<file path="src/rtl/dm_access_arbiter.sv">
// Two-requester arbiter in front of a single-port data memory: each granted access runs
// IDLE -> ACCESS -> RESP, is checked for ctrl/alignment/range legality, and returns a one-cycle response.
module dm_access_arbiter #(
  parameter int ADDR_W = 10,
  parameter bit RR     = 1'b1
) (
  input  logic        clk,
  input  logic        rst,
  input  logic        ReqA_Valid,
  output logic        ReqA_Ready,
  input  logic [31:0] ReqA_Addr,
  input  logic        ReqA_Wr,
  input  logic [2:0]  ReqA_Ctrl,
  input  logic [31:0] ReqA_WData,
  output logic        RspA_Valid,
  output logic [31:0] RspA_Data,
  output logic        RspA_Err,
  input  logic        ReqB_Valid,
  output logic        ReqB_Ready,
  input  logic [31:0] ReqB_Addr,
  input  logic        ReqB_Wr,
  input  logic [2:0]  ReqB_Ctrl,
  input  logic [31:0] ReqB_WData,
  output logic        RspB_Valid,
  output logic [31:0] RspB_Data,
  output logic        RspB_Err,
  output logic [31:0] DMAddress,
  output logic [31:0] DMDataWr,
  output logic        DMWr,
  output logic [2:0]  DMCtrl,
  input  logic [31:0] DMDataRd
);

  typedef enum logic [1:0] {IDLE = 2'b00, ACCESS = 2'b01, RESP = 2'b10} state_t;

  localparam logic ID_A = 1'b0;
  localparam logic ID_B = 1'b1;

  state_t      state, state_nxt;
  logic        last_grant, lat_id, lat_wr, lat_err;
  logic [31:0] lat_addr, lat_wdata, rsp_data;
  logic [2:0]  lat_ctrl;
  logic        grant_a, grant_b;
  logic [31:0] sel_addr, sel_wdata;
  logic        sel_wr;
  logic [2:0]  sel_ctrl;

  // Range check is done in 33 bits so an address near 2**32 cannot wrap back into range.
  function automatic logic access_err(input logic [31:0] addr, input logic wr, input logic [2:0] ctrl);
    logic        err;
    logic [32:0] size;
    logic [32:0] last;
    err  = 1'b0;
    size = 33'd4;
    case (ctrl)
      3'b000, 3'b100: size = 33'd1;
      3'b001, 3'b101: size = 33'd2;
      3'b010:         size = 33'd4;
      default: begin
        size = 33'd1;
        err  = 1'b1;
      end
    endcase
    if (wr && ctrl[2]) err = 1'b1;
    if ((size == 33'd2) && addr[0]) err = 1'b1;
    if ((size == 33'd4) && (addr[1:0] != 2'b00)) err = 1'b1;
    last = {1'b0, addr} + size - 33'd1;
    if (last >= (33'd1 << ADDR_W)) err = 1'b1;
    return err;
  endfunction

  always_comb begin
    grant_a = 1'b0;
    grant_b = 1'b0;
    if ((state == IDLE) && !rst) begin
      if (ReqA_Valid && ReqB_Valid) begin
        if (RR && (last_grant == ID_A)) begin
          grant_b = 1'b1;
        end else begin
          grant_a = 1'b1;
        end
      end else begin
        grant_a = ReqA_Valid;
        grant_b = ReqB_Valid;
      end
    end else begin
      grant_a = 1'b0;
      grant_b = 1'b0;
    end
  end

  assign ReqA_Ready = grant_a;
  assign ReqB_Ready = grant_b;
  assign sel_addr   = grant_b ? ReqB_Addr  : ReqA_Addr;
  assign sel_wdata  = grant_b ? ReqB_WData : ReqA_WData;
  assign sel_wr     = grant_b ? ReqB_Wr    : ReqA_Wr;
  assign sel_ctrl   = grant_b ? ReqB_Ctrl  : ReqA_Ctrl;

  always_comb begin
    state_nxt = IDLE;
    case (state)
      IDLE: begin
        if (grant_a || grant_b) begin
          state_nxt = ACCESS;
        end else begin
          state_nxt = IDLE;
        end
      end
      ACCESS:  state_nxt = RESP;
      RESP:    state_nxt = IDLE;
      default: state_nxt = IDLE;
    endcase
  end

  always_ff @(posedge clk) begin
    if (rst) begin
      state      <= IDLE;
      last_grant <= ID_B;
      lat_id     <= ID_A;
      lat_wr     <= 1'b0;
      lat_err    <= 1'b0;
      lat_addr   <= 32'd0;
      lat_wdata  <= 32'd0;
      lat_ctrl   <= 3'b010;
      rsp_data   <= 32'd0;
    end else begin
      state <= state_nxt;
      if (grant_a || grant_b) begin
        lat_id     <= grant_b;
        last_grant <= grant_b;
        lat_addr   <= sel_addr;
        lat_wdata  <= sel_wdata;
        lat_wr     <= sel_wr;
        lat_ctrl   <= sel_ctrl;
        lat_err    <= access_err(sel_addr, sel_wr, sel_ctrl);
      end
      if (state == ACCESS) begin
        rsp_data <= (!lat_wr && !lat_err) ? DMDataRd : 32'd0;
      end
    end
  end

  // Memory port idles at its reset values; rst also kills a write already on the port.
  always_comb begin
    DMAddress  = 32'd0;
    DMDataWr   = 32'd0;
    DMWr       = 1'b0;
    DMCtrl     = 3'b010;
    RspA_Valid = 1'b0;
    RspA_Data  = 32'd0;
    RspA_Err   = 1'b0;
    RspB_Valid = 1'b0;
    RspB_Data  = 32'd0;
    RspB_Err   = 1'b0;
    case (state)
      ACCESS: begin
        DMAddress = lat_addr;
        DMDataWr  = lat_wdata;
        DMCtrl    = lat_ctrl;
        DMWr      = lat_wr & ~lat_err & ~rst;
      end
      RESP: begin
        if (rst) begin
          RspA_Valid = 1'b0;
        end else if (lat_id == ID_A) begin
          RspA_Valid = 1'b1;
          RspA_Data  = rsp_data;
          RspA_Err   = lat_err;
        end else begin
          RspB_Valid = 1'b1;
          RspB_Data  = rsp_data;
          RspB_Err   = lat_err;
        end
      end
      default: begin
        DMWr = 1'b0;
      end
    endcase
  end

endmodule

</file>
<file path="config.mk">
export PLATFORM = sky130hd
export DESIGN_NAME = dm_access_arbiter
export DESIGN_NICKNAME = d
export VERILOG_FILES = /design/src/rtl/dm_access_arbiter.sv
export SDC_FILE = /design/constraint.sdc
export NUM_CORES = 1
export LEC_CHECK = 0
export CORE_UTILIZATION = 40
export CTS_BUF_LIST = sky130_fd_sc_hd__clkbuf_8
export CTS_CLUSTER_SIZE = 30
export DETAILED_ROUTE_END_ITERATION = 10
export PLACE_DENSITY = 0.8
export SLEW_MARGIN = 20
export SYNTH_ARGS = -nofsm -noshare
export SYNTH_HDL_FRONTEND = slang
export SYNTH_SLANG_ARGS = --single-unit
</file>
<file path="constraint.sdc">
create_clock -name clk -period 10.8 [get_ports clk]
set_input_delay 1.08 -clock clk [delete_from_list [all_inputs] [get_ports clk]]
set_output_delay 1.08 -clock clk [all_outputs]
set_load 0.01 [all_outputs]
</file>
* Yosys cells after proc, flatten, opt, wreduce, memory -nomap -nowiden
Cells that the tools add are included. Widths: inputs -> output; s select.
Operators by class: $add $sub $neg 2, $lt $le $gt $ge 1, equality and inequality tests 8, muxes and demuxes 43, bitwise logic cells 4, reductions and logical operators 15
Operators by type and width (count):
- $mux 32 | 11
- $mux 33 | 2
- $add 32x33->33 | 1
- $eq 33x2->1 const B | 1
- $eq 33x3->1 const B | 1
- $ge 33x11->1 const B | 1
- $sub 33x1->33 const B | 1
- $mux 1 | 26
- $eq 3x3->1 const B | 2
- $logic_and 1x1->1 | 6
- $mux 3 | 2
- $pmux 3 s2 | 1
- $reduce_or 5->1 | 1
- $pmux 2 s2 | 1
- $eq 3x1->1 const B | 1
- $eq 3x2->1 const B | 1
- $logic_not 1->1 | 3
- $logic_not 3->1 | 1
- $and 1x1->1 | 2
- $eq 2x1->1 const B | 1
- $eq 2x2->1 const B | 1
- $logic_not 2->1 | 1
- $not 1->1 | 2
- $reduce_bool 2->1 | 1
- 2 further kinds | 2
Word-level totals: bits in registers 105, input port bits 172, output and inout port bits 138

* Longest topological paths before layout
Gate-level depths: netlist of run 1.
depth in word-level cells 14, mapped depth 24

* Worst setup path after synthesis of run 1
OpenSTA, ideal clock, no wires.
path type input-to-reg, from input port rst, to register lat_err, setup time 0.125 ns, arrival 4.677 ns, data required time 10.675 ns, path slack 5.998 ns, cell stages on the path 22, path buffers 2, cell sequence buf_2 nor3_2 nand3_2 buf_1 mux2i_1 o21bai_1 nand2_1 ha_1 inv_1 ha_1 inv_1 fa_1 nand2b_1 a21oi_1 o2111ai_1 a2111oi_0 a211oi_1 xnor2_1 a211oi_1 nand4_1 nor4_2 a31oi_1
On the way: word-level cells in the longest chain between the ends 14, elaborated cells between the ends (all ways) 32, those cells by class add/sub: 2; order compare: 1; eq/ne: 6; mux: 13; reduce/logical: 10
Ends and longest elaborated chain:
- from (decl) | line 8 | input logic rst,
- parallel branches: the longest is 14 deep, another holds $add 32x33->33
- to (signal assigned) | line 135 | lat_err <= access_err(sel_addr, sel_wr, sel_ctrl);
- to (decl) | line 40 | logic last_grant, lat_id, lat_wr, lat_err;
Several ways; the timed one is not identified. The select of a mux whose other input is x is not followed. A chain may end at the register's enable or synchronous reset.

* Worst setup path in the final report of run 1
from input port ReqA_Valid, to register lat_err
On the way: word-level cells in the longest chain between the ends 14, elaborated cells between the ends (all ways) 33, those cells by class add/sub: 2; order compare: 1; eq/ne: 6; mux: 15; reduce/logical: 9
Ends and longest elaborated chain:
- from (decl) | line 9 | input logic ReqA_Valid,
- parallel branches: the longest is 14 deep, another holds $add 32x33->33
Several ways; the timed one is not identified. The select of a mux whose other input is x is not followed.

==> summary.md, run 1 <==
| Metric | Value |
|---|---|
| Status | `completed` |
| Die outline width | `134.5 µm` |
| Via density | `5.268` |
| Required time reported for the critical path endpoint | `11.09 ns` |
| Critical path's slowest cell | `sky130_fd_sc_hd__inv_1` |
| Total congestion overflow after global routing | `0` |
| Fraction of final layout cells sized beyond drive strength 1 | `3.275%` |
| Post-synthesis instance area | `7020 µm²` |
| Proportion of synthesized chip area in sequential cells | `29.94%` |
| RePlAce Congestion | `0.9118` |
| Area added between synthesis and finish | `48.23%` |
| Arrival time of the worst setup path | `5.91 ns` |
| CTS tree | `yes` |
| Total chip power | `1.058 mW` |
| Top library cells by usage in the layout, fill and taps aside | `308 x sky130_fd_sc_hd__clkdlybuf4s50_1, 134 x sky130_fd_sc_hd__and2_1, 128 x sky130_fd_sc_hd__nor2_1` |
| Gate Count Post-Synth | `925` |
| Reg2Reg Depth | `19` |
| Total global routing track utilization | `25.10%` |
| Root cell of the clock tree | `sky130_fd_sc_hd__clkbuf_8` |
| Site Rows | `48` |
| Hold violation total from the final report | `0` |
| Slowest stage delay, CP | `0.63 ns` |
| Chip Height | `134.5 µm` |
| Total clock buffers created by CTS | `9` |
| Placeable core area | `17240 µm²` |
| Final design instance area without fill | `10410 µm²` |
| Warnings from Yosys | `0` |
| Number of nets in the synthesized netlist | `1132` |
| Vias in the first global route | `6802` |
| Tightest Pin Transition | `0.9815 ns` |
| Later-pin clock latency in the skew report | `0.40 ns` |
| Critical path start-end classification | `in2reg` |
| Clock skew | `0.01018 ns` |
| Hold wc startpoint | `lat_ctrl[1]` |
| Maximum clock path buffer count | `2` |
| Final-report max-slew violation count | `0` |
| Detailed-route wire length per cell | `16.42 µm` |
| Top fanout value on the critical path | `32` |
| Starting utilization of the core area | `40.73%` |
| Number of violations of the max-capacitance limit | `0` |
| Input/output buffers | `309` |
| Avg Inst Size Synth | `7.590 µm²` |
| Violation count after the first detailed-route iteration | `461` |
| Final #Nets | `1393` |
| Synth async-reset ratio | `0%` |
| Classification of the worst-slack hold path | `reg2reg` |
| CP most frequent cell | `sky130_fd_sc_hd__inv_1` |
| Terminus of the critical flop-to-flop path | `lat_err` |
| Distinct cell type count of the synthesized netlist | `62` |
| Setup TNS | `0 ns` |
| Critical Path Sink Type | `register` |
| Wire length of the first global-routing pass | `35570 µm` |
| Pre-CTS worst setup slack | `4.799 ns` |
| Time the worst path needs with I/O delays and setup | `5.620 ns` |
| Min setup slack post-route | `5.180 ns` |
| Max IR drop VDD | `61.70 µV` |
| Critical Path Source | `ReqA_Valid` |
| Largest net degree at the start of global routing | `83` |
| Post-route clock period utilization | `52.03%` |
| Count of instances resized after the clock tree is built | `0` |
| Initial antenna violation count | `0` |
| Sink Count | `105` |
| PD cells | `101.7 nW/µm²` |
| Depth of the worst hold-timing path | `1` |
| Remaining max-slew budget at the tightest pin | `34.57%` |
| CP startpoint kind | `primary input` |
| Diode count | `0` |
| Clock-pin transition on the worst setup and hold timing paths | `0.11 ns` |
| Post-CTS setup buffer count | `0` |
| Die footprint | `18080 µm²` |
| Wirelength, routed | `23250 µm` |
| I/O pin count | `310` |
| Leakage power figure | `4.250 nW` |
| Endpoint of the worst hold path | `lat_ctrl[1]` |
| Most instantiated flip-flop cell in the synthesis netlist | `sky130_fd_sc_hd__dfxtp_1` |
| Count of state elements after synthesis | `105` |
| Worst-path cell chain | `clkdlybuf4s50_1 -> nand2_1 -> nand3_4 -> inv_1 -> mux2i_1 -> ha_1 -> inv_1 -> ha_1 -> inv_1 -> fa_1 -> nand2b_1 -> a21oi_1 -> o2111ai_1 -> o21ai_1 -> a21boi_1 -> a221oi_1 -> and3_1 -> nand4_1 -> nor4_2 -> a31oi_1` |
| Post-placement cell area | `10220 µm²` |
| Max Clock Freq | `0.1779 GHz` |
| Number of H-tree levels | `3` |
| Number of nets with antenna violations after detailed routing | `0` |
| Number of enable flip-flop cells after synthesis | `0` |
| Overall via count from detail_route | `7460` |
| DR DRC count | `0` |
| Flop-to-flop setup slack | `5.73 ns` |
| Setup repair after global routing missed its margin | `no` |
| Final setup vio count | `0` |
| Utilization of the core after routing | `60.37%` |
| Hold buffers post-CTS | `0` |
| Number of iterations in the first detailed-routing pass | `5` |
| Most frequent standard cell in the layout excluding fill and tap cells | `sky130_fd_sc_hd__clkdlybuf4s50_1` |
| HPWL after detailed placement | `17490 µm` |
| Startpoint of the lowest-slack register-to-register path | `state[1]` |
-- cells in the mapped netlist (4+ instances only) --
cell type,number,area share [%]
sky130_fd_sc_hd__mux2i_1,35,5.0
sky130_fd_sc_hd__buf_1,10,0.53
sky130_fd_sc_hd__xnor2_1,6,0.75
sky130_fd_sc_hd__o2111ai_1,6,0.75
sky130_fd_sc_hd__a21o_1,10,1.1
sky130_fd_sc_hd__o211ai_1,5,0.53
sky130_fd_sc_hd__xor2_1,4,0.50
sky130_fd_sc_hd__dfxtp_1,105,30
sky130_fd_sc_hd__and2_1,134,12
sky130_fd_sc_hd__and3_1,4,0.36
sky130_fd_sc_hd__a21oi_1,27,1.9
sky130_fd_sc_hd__nand3_1,11,0.78
sky130_fd_sc_hd__o21bai_1,4,0.43
sky130_fd_sc_hd__a31oi_1,6,0.53
sky130_fd_sc_hd__nand4_1,4,0.36
sky130_fd_sc_hd__nor2_1,128,6.8
sky130_fd_sc_hd__ha_1,34,6.1
sky130_fd_sc_hd__nand2_1,100,5.3
sky130_fd_sc_hd__clkbuf_1,54,2.9
sky130_fd_sc_hd__o21ai_0,15,1.1
sky130_fd_sc_hd__a311oi_1,35,4.4
sky130_fd_sc_hd__nand2b_1,9,0.80
sky130_fd_sc_hd__nor3_1,11,0.78
sky130_fd_sc_hd__inv_1,40,2.1
sky130_fd_sc_hd__a211oi_1,39,4.2
sky130_fd_sc_hd__o21ai_1,5,0.36
sky130_fd_sc_hd__a22oi_1,32,3.4
-- layer usage --
layer / routed length [µm] / part of all wire [%] / global-route usage [%] / vias up
li1: - / - / - / 3749
met4: 740 / 3.2 / 9.114 / 0
met3: 1731 / 7.4 / 7.508 / 47
met5: 0 / 0 / 0 / -
met2: 11680 / 50 / 44.85 / 256
met1: 9094 / 39 / 28.10 / 3408
-- stage by stage --
step | hold slack, ns | instances
after floorplan | 0.4263 | 925
after global placement | 0.4465 | 1400
after detailed placement | 0.4526 | 1400
after CTS | 0.4785 | 1416
after global routing | 0.5184 | 1416
final | 0.4732 | 1416
-- area by class of cell --
| cell class | instances | area [µm²] |
|---|---|---|
| fill | 1621 | 6830 |
| multi-input combinational | 712 | 4529 |
| timing repair buffer | 317 | 3151 |
| sequential | 105 | 2102 |
| tap | 225 | 281.5 |
| inverter | 41 | 156.4 |
| clock buffer | 9 | 123.9 |
| clock inverter | 7 | 62.56 |
-- kinds of logic after synthesis --
| logic type | after synthesis | synth area share (%) |
|---|---|---|
| flip-flops | 105 | 29.94 |
| multiplexers | 36 | 5.204 |
| AO/OA/AOI/OAI | 214 | 22.38 |
| AND/OR/NAND/NOR | 417 | 29.05 |
| XOR/XNOR | 10 | 1.247 |
| adder cells (fa/ha/maj) | 35 | 6.345 |
| buffers and inverters | 108 | 5.828 |
-- state kept, by name, indices dropped and copies added, names as in the netlist --
signal      flops
state           2
rsp_data       32
lat_ctrl        3
lat_wdata      32
lat_wr          1
lat_addr       32
last_grant      1
lat_id          1
lat_err         1
-- critical path, delay by kind of cell --
kind                     cells  cell delay [ns]
AO/OA/AOI/OAI                6             1.29
adder cells (fa/ha/maj)      3             0.77
buffers and inverters        4             1.21
multiplexers                 1             0.31
AND/OR/NAND/NOR              6             1.21
-- how the worst max path moves through the flow --
stage | slack [ns] | end
after floorplan | 6.00 | lat_err
after global routing | 4.72 | lat_err
after detailed placement | 4.80 | lat_err
after global placement | 4.90 | lat_err
after CTS | 5.20 | lat_err
final | 5.18 | lat_err
-- report_power, final --
group | internal, mW | switching [mW]
combinational | 0.180 | 0.198
clock | 0.0892 | 0.155
sequential | 0.419 | 0.0173
total | 0.688 | 0.370
(Power assumes the default switching activity.)
==> inputs of run 2 (changes only) <==
--- a/config.mk
+++ b/config.mk
@@ -9,7 +9,7 @@
 export CTS_BUF_LIST = sky130_fd_sc_hd__clkbuf_8
 export CTS_CLUSTER_SIZE = 30
 export DETAILED_ROUTE_END_ITERATION = 10
-export PLACE_DENSITY = 0.8
+export PLACE_DENSITY = 0.83
 export SLEW_MARGIN = 20
 export SYNTH_ARGS = -nofsm -noshare
 export SYNTH_HDL_FRONTEND = slang
==> constraint.sdc (replaced) <==
create_clock -name clk -period 4.85 [get_ports clk]
set_input_delay 0.485 -clock clk [delete_from_list [all_inputs] [get_ports clk]]
set_output_delay 0.485 -clock clk [all_outputs]
set_load 0.01 [all_outputs]
==> run 2 against run 1 <==
Effect of this change: register-to-register slack got worse by 5.2 ns; count of clock-buffer cells in the layout is the same; worst hold slack gained 0.0073 ns; highest routed layer unchanged.
==> summary.md, run 2 (synthesis gave the netlist of run 1 again) <==
| Metric | Value |
|---|---|
| Time the worst path needs with I/O delays and setup | `4.363 ns` |
| Site Rows | `48` |
| Chip Height | `134.5 µm` |
| Total congestion overflow after global routing | `0` |
| RePlAce Congestion | `0.8931` |
| Diode count | `0` |
| Final-report max-slew violation count | `0` |
| Total chip power | `2.384 mW` |
| Via density | `5.303` |
| Hold buffers post-CTS | `0` |
| Starting utilization of the core area | `40.73%` |
| Root cell of the clock tree | `sky130_fd_sc_hd__clkbuf_8` |
| CTS tree | `yes` |
| Number of violations of the max-capacitance limit | `0` |
| Tightest Pin Transition | `0.9857 ns` |
| Setup TNS | `0 ns` |
| Hold violation total from the final report | `0` |
| Number of iterations in the first detailed-routing pass | `5` |
| Input/output buffers | `309` |
| Wirelength, routed | `23560 µm` |
| Flop-to-flop setup slack | `0.53 ns` |
| Min setup slack post-route | `0.4870 ns` |
| Max IR drop VDD | `146.7 µV` |
| Pre-CTS worst setup slack | `0.1208 ns` |
| Critical path start-end classification | `in2reg` |
| Endpoint of the worst hold path | `lat_ctrl[1]` |
| Reg2Reg Depth | `20` |
| Number of H-tree levels | `3` |
| PD cells | `226.7 nW/µm²` |
| Maximum clock path buffer count | `2` |
| Internal power summed over all cells | `1.547 mW` |
| Final non-filler cell total | `1428` |
| Terminus of the critical flop-to-flop path | `lat_err` |
| Number of nets with antenna violations after detailed routing | `0` |
| Remaining max-slew budget at the tightest pin | `34.28%` |
| Largest net degree at the start of global routing | `91` |
| Initial antenna violation count | `0` |
| Clock skew | `0.01007 ns` |
| Arrival time of the worst setup path | `4.66 ns` |
| Flop pwr share | `40.8%` |
| Most frequent standard cell in the layout excluding fill and tap cells | `sky130_fd_sc_hd__clkdlybuf4s50_1` |
| Top fanout value on the critical path | `9` |
| Count of instances resized after the clock tree is built | `0` |
| Combinational power share | `36.2%` |
| Area added between synthesis and finish | `49.81%` |
| Wire length of the first global-routing pass | `36470 µm` |
| Overall via count from detail_route | `7573` |
| Fraction of final layout cells sized beyond drive strength 1 | `4.323%` |
| Classification of the worst-slack hold path | `reg2reg` |
| Top library cells by usage in the layout, fill and taps aside | `308 x sky130_fd_sc_hd__clkdlybuf4s50_1, 134 x sky130_fd_sc_hd__and2_1, 127 x sky130_fd_sc_hd__nor2_1` |
| Depth of the worst hold-timing path | `1` |
| Final design instance area without fill | `10520 µm²` |
| Switching part of the total power | `35.12%` |
| Utilization of the core after routing | `61.02%` |
| Final setup vio count | `0` |
| Sink Count | `105` |
| Post-CTS setup buffer count | `0` |
| Post-route clock period utilization | `89.96%` |
| Clock network power share | `23.1%` |
| Hold wc startpoint | `lat_ctrl[1]` |
| Largest registers ranked by flip-flop count | `lat_addr: 32 flops, lat_wdata: 32 flops, rsp_data: 32 flops` |
| Setup repair after global routing missed its margin | `no` |
| Placeable core area | `17240 µm²` |
| Max Clock Freq | `0.2292 GHz` |
| HPWL after detailed placement | `17870 µm` |
| Violation count after the first detailed-route iteration | `321` |
| Die footprint | `18080 µm²` |
| I/O pin count | `310` |
| Worst Hold Margin | `0.4806 ns` |
| Total global routing track utilization | `25.43%` |
| Later-pin clock latency in the skew report | `0.40 ns` |
| Startpoint of the lowest-slack register-to-register path | `state[1]` |
| Critical Path Sink Type | `register` |
| Vias in the first global route | `7114` |
| Total clock buffers created by CTS | `9` |
| Final #Nets | `1405` |
| Detailed-route wire length per cell | `16.50 µm` |
| Post-placement cell area | `10320 µm²` |
| Required time reported for the critical path endpoint | `5.14 ns` |
| Placed Cells incl. Taps | `1412` |
| Die outline width | `134.5 µm` |
| CP startpoint kind | `primary input` |
| DR DRC count | `0` |
| Leakage power figure | `4.315 nW` |
| NetSw | `0.8374 mW` |
| Status | `completed` |
| Clock-pin transition on the worst setup and hold timing paths | `0.11 ns` |
-- run 2: changes by cell type in the layout (fill, tap and decap cells not counted), sizes merged --
cell	previous run	this run
buf	9	21
inv	46	45
clkinvlp	1	0
clkinv	1	3
-- run 2: worst max-delay path by stage --
stage                    start  slack [ns]      end  cells past startpoint
detailed placement  ReqA_Valid        0.12  lat_err                     21
CTS                 ReqA_Valid        0.52  lat_err                     21
floorplan                  rst        0.64  lat_err                     22
global placement    ReqA_Valid        0.29  lat_err                     16
finish              ReqA_Valid        0.49  lat_err                     21
global route        ReqA_Valid        0.17  lat_err                     21
-- run 2: critical path, cell delays in order --
cell and delay, ns:
sky130_fd_sc_hd__clkdlybuf4s50_1 0.53, sky130_fd_sc_hd__nand2_1 0.11, sky130_fd_sc_hd__nand3_4 0.17, sky130_fd_sc_hd__mux2i_1 0.29
sky130_fd_sc_hd__o21bai_1 0.19, sky130_fd_sc_hd__nand2_1 0.09, sky130_fd_sc_hd__ha_1 0.18, sky130_fd_sc_hd__inv_1 0.05
sky130_fd_sc_hd__ha_1 0.16, sky130_fd_sc_hd__inv_1 0.06, sky130_fd_sc_hd__fa_1 0.34, sky130_fd_sc_hd__nand2b_1 0.14
sky130_fd_sc_hd__a21oi_1 0.23, sky130_fd_sc_hd__o2111ai_1 0.24, sky130_fd_sc_hd__a2111oi_0 0.51, sky130_fd_sc_hd__a211oi_1 0.11
sky130_fd_sc_hd__xnor2_1 0.16, sky130_fd_sc_hd__a211oi_1 0.22, sky130_fd_sc_hd__nand4_1 0.14, sky130_fd_sc_hd__nor4_2 0.14
sky130_fd_sc_hd__a31oi_1 0.10
-- run 2: power by group through the flow --
stage | registers (mW) | clock network (mW) | logic (mW)
finish | 0.972 | 0.551 | 0.862
global route | 0.981 | 0.598 | 0.952
CTS | 0.972 | 0.567 | 0.862
detailed placement | 0.992 | 0 | 0.856
global placement | 0.988 | 0 | 0.852
floorplan | 0.978 | 0 | 0.525
-- run 2: routing by layer --
layer,wire length [µm],GRT usage (%),up-vias
li1,-,-,3768
met1,9014,27.58,3490
met2,11860,46.09,256
met3,1660,6.869,59
met4,1019,11.49,0
met5,0,0,-
-- run 2: layout make-up --
| cell class | count | area (µm²) |
|---|---|---|
| clock inverters | 7 | 63.81 |
| well taps | 225 | 281.5 |
| clock buffers | 9 | 123.9 |
| multi-input cells | 712 | 4537 |
| flip-flops and latches | 105 | 2102 |
| repair buffers | 329 | 3253 |
| fillers | 1568 | 6719 |
| inverters | 41 | 156.4 |
==> inputs of run 3 (changes only) <==
==> constraint.sdc (replaced) <==
create_clock -name clk -period 3.7 [get_ports clk]
set_input_delay 0.37 -clock clk [delete_from_list [all_inputs] [get_ports clk]]
set_output_delay 0.37 -clock clk [all_outputs]
set_load 0.01 [all_outputs]
==> run 3 against run 2 <==
Effect of this change: the run now ends with setup timing left; setup slack lost 0.76 ns; count of clock-buffer cells in the layout up 2; power rose by 47%; global-route usage grew 1.1 points; worst hold slack worse by 0.0025 ns; critical endpoint unchanged.
==> summary.md, run 3 (synthesis gave the netlist of run 1 again) <==
| Metric | Value |
|---|---|
| Final-report max-slew violation count | `0` |
| Worst-path cell chain | `nor3_4 -> nand3_4 -> buf_6 -> nand2_2 -> nand2_2 -> nand2_2 -> nand2_2 -> ha_4 -> inv_2 -> ha_4 -> inv_2 -> fa_2 -> nand2b_4 -> a21oi_4 -> o2111ai_4 -> a2111oi_4 -> a211oi_2 -> xnor2_1 -> a211oi_2 -> nand4_1 -> nor4_2 -> a31oi_1` |
| Critical path's slowest cell | `sky130_fd_sc_hd__a2111oi_4` |
| Total congestion overflow after global routing | `0` |
| Min setup slack post-route | `-0.2713 ns` |
| Post-route clock period utilization | `107.3%` |
| Final setup vio count | `1` |
| Critical path start-end classification | `reg2reg` |
| Failing checks | `setup timing` |
| Overall via count from detail_route | `8169` |
| Top library cells by usage in the layout, fill and taps aside | `308 x sky130_fd_sc_hd__clkdlybuf4s50_1, 151 x sky130_fd_sc_hd__buf_4, 134 x sky130_fd_sc_hd__and2_1` |
| Setup TNS | `-0.2713 ns` |
| Remaining max-slew budget at the tightest pin | `50.83%` |
| Total chip power | `3.496 mW` |
| Fraction of final layout cells sized beyond drive strength 1 | `15.96%` |
| Wirelength, routed | `24910 µm` |
| Setup repair after global routing missed its margin | `yes` |
| Final non-filler cell total | `1560` |
| Slowest stage delay, CP | `0.41 ns` |
| Area added between synthesis and finish | `67.24%` |
| HPWL after detailed placement | `18810 µm` |
| Number of iterations in the first detailed-routing pass | `5` |
| Diode count | `0` |
| Largest registers ranked by flip-flop count | `lat_addr: 32 flops, lat_wdata: 32 flops, rsp_data: 32 flops` |
| Vias in the first global route | `7841` |
| CTS tree | `yes` |
| Detailed-route wire length per cell | `15.97 µm` |
| CP startpoint kind | `register` |
| Die outline width | `134.5 µm` |
| Required time reported for the critical path endpoint | `3.97 ns` |
| Met1 global-route usage | `30.38%` |
| Number of H-tree levels | `3` |
| Time the worst path needs with I/O delays and setup | `3.971 ns` |
| Total global routing track utilization | `26.52%` |
| Post-placement cell area | `11290 µm²` |
| Critical Path Sink Type | `register` |
| Arrival time of the worst setup path | `4.24 ns` |
| Combined buffer and inverter count along the critical path | `3` |
| Cell type group with the largest total delay on the critical path | `simple AND/OR/NAND/NOR gates` |
| Starting utilization of the core area | `40.73%` |
| Met2 layer usage reported by global route | `48.10%` |
| Input/output buffers | `309` |
| Status | `finished with violations` |
| Tightest Pin Transition | `0.7376 ns` |
| Via density | `5.237` |
| CP most frequent cell | `sky130_fd_sc_hd__nand2_2` |
| Classification of the worst-slack hold path | `reg2reg` |
| Maximum clock path buffer count | `2` |
| Utilization of the core after routing | `68.12%` |
| GRT met3 Usage | `4.167%` |
| Number of nets with antenna violations after detailed routing | `0` |
| Number of violations of the max-capacitance limit | `0` |
| Sink Count | `105` |
| Later-pin clock latency in the skew report | `0.39 ns` |
| Violation count after the first detailed-route iteration | `507` |
| Final design instance area without fill | `11740 µm²` |
| Root cell of the clock tree | `sky130_fd_sc_hd__clkbuf_8` |
| Hold violation total from the final report | `0` |
| Clock skew | `0.01690 ns` |
| Clock-pin transition on the worst setup and hold timing paths | `0.11 ns` |
| Chip Height | `134.5 µm` |
| Site Rows | `48` |
| Most used routing layer in global routing | `met2` |
| Max IR drop VDD | `188.4 µV` |
| Placeable core area | `17240 µm²` |
| RePlAce Congestion | `0.9154` |
| Top fanout value on the critical path | `5` |
| Leakage power figure | `4.979 nW` |
| Initial antenna violation count | `0` |
| Largest net degree at the start of global routing | `78` |
| Max Clock Freq | `0.2518 GHz` |
| Most frequent standard cell in the layout excluding fill and tap cells | `sky130_fd_sc_hd__clkdlybuf4s50_1` |
| Die footprint | `18080 µm²` |
| Final #Nets | `1537` |
| Placed Cells incl. Taps | `1538` |
| Wire length of the first global-routing pass | `38530 µm` |
| PD cells | `297.8 nW/µm²` |
| Hold buffers post-CTS | `0` |
| Total clock buffers created by CTS | `9` |
| DR DRC count | `0` |
| I/O pin count | `310` |
==> run 3: worst register-to-register path, stage by stage (launching register included) <==
cell	delay, ns
sky130_fd_sc_hd__dfxtp_2	0.35
sky130_fd_sc_hd__nor3_4	0.23
sky130_fd_sc_hd__nand3_4	0.18
sky130_fd_sc_hd__buf_6	0.17
sky130_fd_sc_hd__nand2_2	0.06
sky130_fd_sc_hd__nand2_2	0.06
sky130_fd_sc_hd__nand2_2	0.11
sky130_fd_sc_hd__nand2_2	0.08
sky130_fd_sc_hd__ha_4	0.16
sky130_fd_sc_hd__inv_2	0.06
sky130_fd_sc_hd__ha_4	0.13
sky130_fd_sc_hd__inv_2	0.04
sky130_fd_sc_hd__fa_2	0.37
sky130_fd_sc_hd__nand2b_4	0.16
sky130_fd_sc_hd__a21oi_4	0.19
sky130_fd_sc_hd__o2111ai_4	0.18
sky130_fd_sc_hd__a2111oi_4	0.41
sky130_fd_sc_hd__a211oi_2	0.07
sky130_fd_sc_hd__xnor2_1	0.15
sky130_fd_sc_hd__a211oi_2	0.20
sky130_fd_sc_hd__nand4_1	0.14
sky130_fd_sc_hd__nor4_2	0.24
sky130_fd_sc_hd__a31oi_1	0.12
==> run 3: final timing paths <==
path / start / slack [ns] / cells after the start / end
max: state[1] / -0.27 / 22 / lat_err
min: lat_ctrl[1] / 0.48 / 1 / lat_ctrl[1]
max reg2reg: state[1] / -0.27 / 22 / lat_err
min reg2reg: lat_ctrl[1] / 0.48 / 1 / lat_ctrl[1]
==> run 3: timing repair <==
action / in CTS / in global routing
cloned: 0 / 0
pin swaps: 5 / 18
buffers inserted: 3 / 3
endpoints found under the setup margin: 1 / 1
gates resized for setup: 8 / 28
==> run 3: final cells by class <==
class	instances	area, µm²
clock buffers	11	151.4
clock inverters	5	70.07
fillers	1424	5495
inverters	41	158.9
multi-input cells	712	4728
flip-flops and latches	105	2103
well taps	225	281.5
repair buffers	461	4248
==> run 3: where the power goes <==
group,internal [mW],leakage [nW],switching (mW)
combinational,0.745,4.00,0.670
clock,0.363,0.114,0.447
sequential,1.22,0.863,0.0480
total,2.33,4.98,1.17
==> run 3: per-layer routing <==
| metal | up-vias | routed length (µm) |
|---|---|---|
| met3 | 54 | 1371 |
| li1 | 4038 | - |
| met4 | 0 | 920 |
| met2 | 277 | 12720 |
| met1 | 3800 | 9896 |
| met5 | - | 0 |
==> run 3: per-stage QoR <==
| stage | worst slack (ns) | hold WS (ns) |
|---|---|---|
| 5_1_grt | -0.4843 | 0.5023 |
| 2_1_floorplan | -0.1379 | 0.4263 |
| 3_3_place_gp | -0.4937 | 0.4380 |
| 3_5_place_dp | -0.6405 | 0.4499 |
| 4_1_cts | -0.1501 | 0.4759 |
| 6_report | -0.2713 | 0.4781 |
